**src/rtl/ex_mem.sv**
```systemverilog
// EX/MEM pipeline register for the five-stage MIPS core. It applies stall, bubble and flush,
// and carries the madd/msub partial product and cycle count across EX stalls.
module ex_mem (
  input  logic        clk,
  input  logic        rst,
  input  logic [5:0]  stall,
  input  logic        flush,
  input  logic [4:0]  ex_wd,
  input  logic        ex_wreg,
  input  logic [31:0] ex_wdata,
  input  logic        ex_whilo,
  input  logic [31:0] ex_hi,
  input  logic [31:0] ex_lo,
  input  logic [7:0]  ex_aluop,
  input  logic [31:0] ex_mem_addr,
  input  logic [31:0] ex_reg2,
  input  logic [63:0] hilo_i,
  input  logic [1:0]  cnt_i,
  output logic [4:0]  mem_wd,
  output logic        mem_wreg,
  output logic [31:0] mem_wdata,
  output logic        mem_whilo,
  output logic [31:0] mem_hi,
  output logic [31:0] mem_lo,
  output logic [7:0]  mem_aluop,
  output logic [31:0] mem_mem_addr,
  output logic [31:0] mem_reg2,
  output logic [63:0] hilo_o,
  output logic [1:0]  cnt_o
);

  typedef struct packed {
    logic [4:0]  wd;
    logic        wreg;
    logic [31:0] wdata;
    logic        whilo;
    logic [31:0] hi;
    logic [31:0] lo;
    logic [7:0]  aluop;
    logic [31:0] mem_addr;
    logic [31:0] reg2;
  } stage_t;

  stage_t ex_p, mem_p;

  assign ex_p = '{wd: ex_wd, wreg: ex_wreg, wdata: ex_wdata, whilo: ex_whilo,
                  hi: ex_hi, lo: ex_lo, aluop: ex_aluop, mem_addr: ex_mem_addr,
                  reg2: ex_reg2};

  logic ex_stall, mem_stall;
  assign ex_stall  = stall[3];
  assign mem_stall = stall[4];

  always_ff @(posedge clk) begin
    if (rst || flush) begin
      mem_p  <= '0;
      hilo_o <= '0;
      cnt_o  <= '0;
    end else if (ex_stall && !mem_stall) begin
      // Bubble: MEM sees a NOP while EX keeps its multi-cycle madd/msub progress.
      mem_p  <= '0;
      hilo_o <= hilo_i;
      cnt_o  <= cnt_i;
    end else if (!ex_stall) begin
      mem_p  <= ex_p;
      hilo_o <= '0;
      cnt_o  <= '0;
    end
  end

  assign mem_wd       = mem_p.wd;
  assign mem_wreg     = mem_p.wreg;
  assign mem_wdata    = mem_p.wdata;
  assign mem_whilo    = mem_p.whilo;
  assign mem_hi       = mem_p.hi;
  assign mem_lo       = mem_p.lo;
  assign mem_aluop    = mem_p.aluop;
  assign mem_mem_addr = mem_p.mem_addr;
  assign mem_reg2     = mem_p.reg2;

endmodule
```
**config.mk**
```make
export PLATFORM = sky130hd
export DESIGN_NAME = ex_mem
export DESIGN_NICKNAME = d
export VERILOG_FILES = /design/src/rtl/ex_mem.sv
export SDC_FILE = /design/constraint.sdc
export NUM_CORES = 1
export LEC_CHECK = 0
export CORE_AREA = 8 8 185 187
export CTS_CLUSTER_SIZE = 24
export DETAILED_ROUTE_END_ITERATION = 10
export DIE_AREA = 0 0 193 195
export PLACE_DENSITY_LB_ADDON = 0.05
export SYNTH_ARGS = -nofsm -noshare
export SYNTH_HDL_FRONTEND = slang
export SYNTH_SLANG_ARGS = --single-unit
```
**constraint.sdc**
```tcl
create_clock -name clk -period 1.8 [get_ports clk]
set_input_delay 0.27 -clock clk [delete_from_list [all_inputs] [get_ports clk]]
set_output_delay 0.27 -clock clk [all_outputs]
set_load 0.01 [all_outputs]
```
==> flow_metrics.env <==
export IMPL_grt_overflow=0
export IMPL_yosysTopAreaCellShare=0.5341
export IMPL_synthToLayoutAreaGrowth_pct=68.60
export IMPL_synth_common_cells="dfxtp_1 (241), a21oi_1 (175), nand2b_1 (175), nand3_1 (175)"
export IMPL_wl_per_cell_um=19.51
export IMPL_drive_gt1_frac=0.04602
export IMPL_fill_cells=3050
export IMPL_end_kind="output port"
export IMPL_critPathArrivalTime_ns=1.47
export IMPL_post_route_cell_area_um2=15230
export IMPL_ant_nets=0
export IMPL_synth_edff_count=0
export IMPL_track_usage=0.1808
export IMPL_pwr_share_comb=0.123
export IMPL_drc=0
export IMPL_outcome="finished clean"
export IMPL_pwr_share_seq=0.427
export IMPL_synth_seq_cells=241
export IMPL_placed_area_um2=14230
export IMPL_coreArea_um2=31230
export IMPL_tightestPinTransition_ns=0.4290
export IMPL_firstDrtPassIters=4
export IMPL_die_h_um=195
export IMPL_final_cells=1860
export IMPL_ys_seq_area_frac=0.5341
export IMPL_cp_top_family="buffers and inverters"
export IMPL_grt_pass1_wl_um=52690
export IMPL_power_frac_clock=0.450
export IMPL_synth_top_flop_cell="dfxtp_1"
export IMPL_multiInputGateArea_um2=3772
export IMPL_grt_max_degree=114
export IMPL_netlist_area_um2=9034
export IMPL_min_period_ns=1.745
export IMPL_vias=8519
export IMPL_holdCritPathClass="input pin to flip-flop"
export IMPL_chipWidth_um=193
export IMPL_ir_worst_vdd_v=0.0005526
export IMPL_crit_fanout=2
export IMPL_max_freq_mhz=573.2
export IMPL_synth_distinct_cells=13
export IMPL_syn_nets=1243
export IMPL_grt_pass1_vias=8437
export IMPL_cts_buffers=29
export IMPL_finalHoldViolCount=0
export IMPL_yosys_warnings=0
export IMPL_nets=1685
export IMPL_seq_area_um2=4825
export IMPL_yosys_area_top_type="dfxtp_1"
export IMPL_syn_area_per_cell_um2=9.097
export IMPL_rsz0062_at_grt="false"
export IMPL_design_portCount=491
export IMPL_yosysMostFrequentCell="dfxtp_1"
export IMPL_p_sw_frac=0.2270
export IMPL_cp_slowest_stage_delay_ns=0.61
export IMPL_startpoint_type="flip-flop"
export IMPL_clockRootBuffer="clkbuf_16"
export IMPL_synth_area_top_cells="dfxtp_1 (53%), nand2b_1 (12%), a21oi_1 (9.7%)"
export IMPL_drt_iter0_drc=404
export IMPL_crit_chain="clkdlybuf4s50_1"
export IMPL_rows=65
export IMPL_cp_slowest_cell="clkdlybuf4s50_1"
export IMPL_p_per_area_nw_per_um2=853.3
export IMPL_dp_hpwl_um=26460
export IMPL_clock_path_buffers=3
export IMPL_via_per_inst=4.580
export IMPL_antenna_found_initial=4
export IMPL_p_switching_w=0.002950
export IMPL_finClkSkew_ns=0
export IMPL_worst_path_buf_inv=1
export IMPL_slew_headroom=0.7140
export IMPL_totalWireLength_um=36280
export IMPL_synthArstFlopShare=0
export IMPL_tns_ns=0
export IMPL_cts_sinks=241
export IMPL_internal_power_w=0.01005
export IMPL_cts_tree="built"
export IMPL_port_buffers=486
export IMPL_fin_crit_sh=0.9692
export IMPL_crit_type="flip-flop to output port"
export IMPL_syn_inst=993
export IMPL_clock_latency_ns=0.54
export IMPL_required_ns=1.53
export IMPL_slew_violations=0
export IMPL_htreeDepth=1
export IMPL_start_util=0.2893
export IMPL_die_area_um2=37640
export IMPL_placed_cells=1806
export IMPL_cts_setup_buffers=0
export IMPL_clk_pin_slew_ns=0.06
export IMPL_setup_viol=0
export IMPL_power_leakage_nw=5.677
export IMPL_drv_cap=0
export IMPL_gp_congestion=0.7474
## area by class of cell
type	count	area share
clock inverters	3	0.002793
diodes	2	0.0003286
multi-input cells	659	0.2477
clock buffers	49	0.06112
repair buffers	504	0.3383
flip-flops and latches	241	0.3168
well taps	402	0.03302
## flip-flops by register name, summed over array words and instances (netlist names), 5 cells and up
register / cells
hilo_o: 64
mem_aluop: 8
mem_hi: 32
mem_lo: 32
mem_mem_addr: 32
mem_reg2: 32
mem_wd: 5
mem_wdata: 32
## repair_timing
action | CTS | global route
setup endpoints to repair | 4 | 10
gates resized for setup | 4 | 10
hold buffers | 0 | 0
## per-layer routing
layer,global-route usage,up-vias,routed length [µm]
met4,0.04902,4,660
met1,0.1871,3914,13320
met2,0.3149,321,17660
met5,0,-,23
met3,0.09462,42,4624
li1,-,4238,-
## final timing paths
| path | startpoint | endpoint | slack (ns) | depth (start not counted) |
|---|---|---|---|---|
| max reg2reg | hilo_o[43] | hilo_o[43] | 1.14 | 2 |
| min reg2reg | mem_reg2[31] | mem_reg2[31] | 0.47 | 2 |
| min | stall[3] | mem_reg2[23] | 0.08 | 3 |
| max | mem_mem_addr[3] | mem_mem_addr[3] | 0.06 | 1 |
## worst reg2reg max path: cells and delay by family, from the launching register on
family	cells	cell delay, ns
DFF	1	0.35
muxes	1	0.14
and+or+nand+nor	1	0.05
## per-stage QoR
| step | util | hold WS [ns] | power [W] | setup slack [ns] |
|---|---|---|---|---|
| after floorplan | - | 0.4139 | 0.006280 | 0.5900 |
| after global placement | 0.4557 | 0.4552 | 0.007272 | 0.1643 |
| after detailed placement | 0.4557 | 0.4618 | 0.007286 | 0.1351 |
| after CTS | 0.4867 | 0.06092 | 0.01323 | 0.005323 |
| after global routing | 0.4876 | 0.07139 | 0.01359 | 0.0004456 |
| final | 0.4877 | 0.08388 | 0.01300 | 0.05541 |
## power by group through the flow
stage	Combinational (W)	Clock (W)	Sequential, W
floorplan	0.000552	0	0.00573
global placement	0.00161	0	0.00566
detailed placement	0.00162	0	0.00566
CTS	0.00163	0.00605	0.00555
global route	0.00173	0.00630	0.00556
finish	0.00160	0.00585	0.00555
## cells by family (layout without fill, tap and decap cells)
family,Yosys count,count (layout),share of synthesized area
and+or+nand+nor,418,418,0.2472
DFF,241,241,0.5341
AOI/OAI and AO/OA,175,175,0.09695
buffers and inverters,93,556,0.04861
muxes,66,66,0.07313
other,0,2,0
## layout by cell type (no fill, tap or decap), types with 15 or more instances in the layout
cell type / instances
clkbuf_16: 29
mux2i_1: 66
clkbuf_8: 15
nor2_1: 66
a21oi_1: 175
dfxtp_1: 241
nand3_1: 175
clkdlybuf4s50_1: 470
nand2b_1: 175
Note: power is estimated with default switching activity, not from simulation.
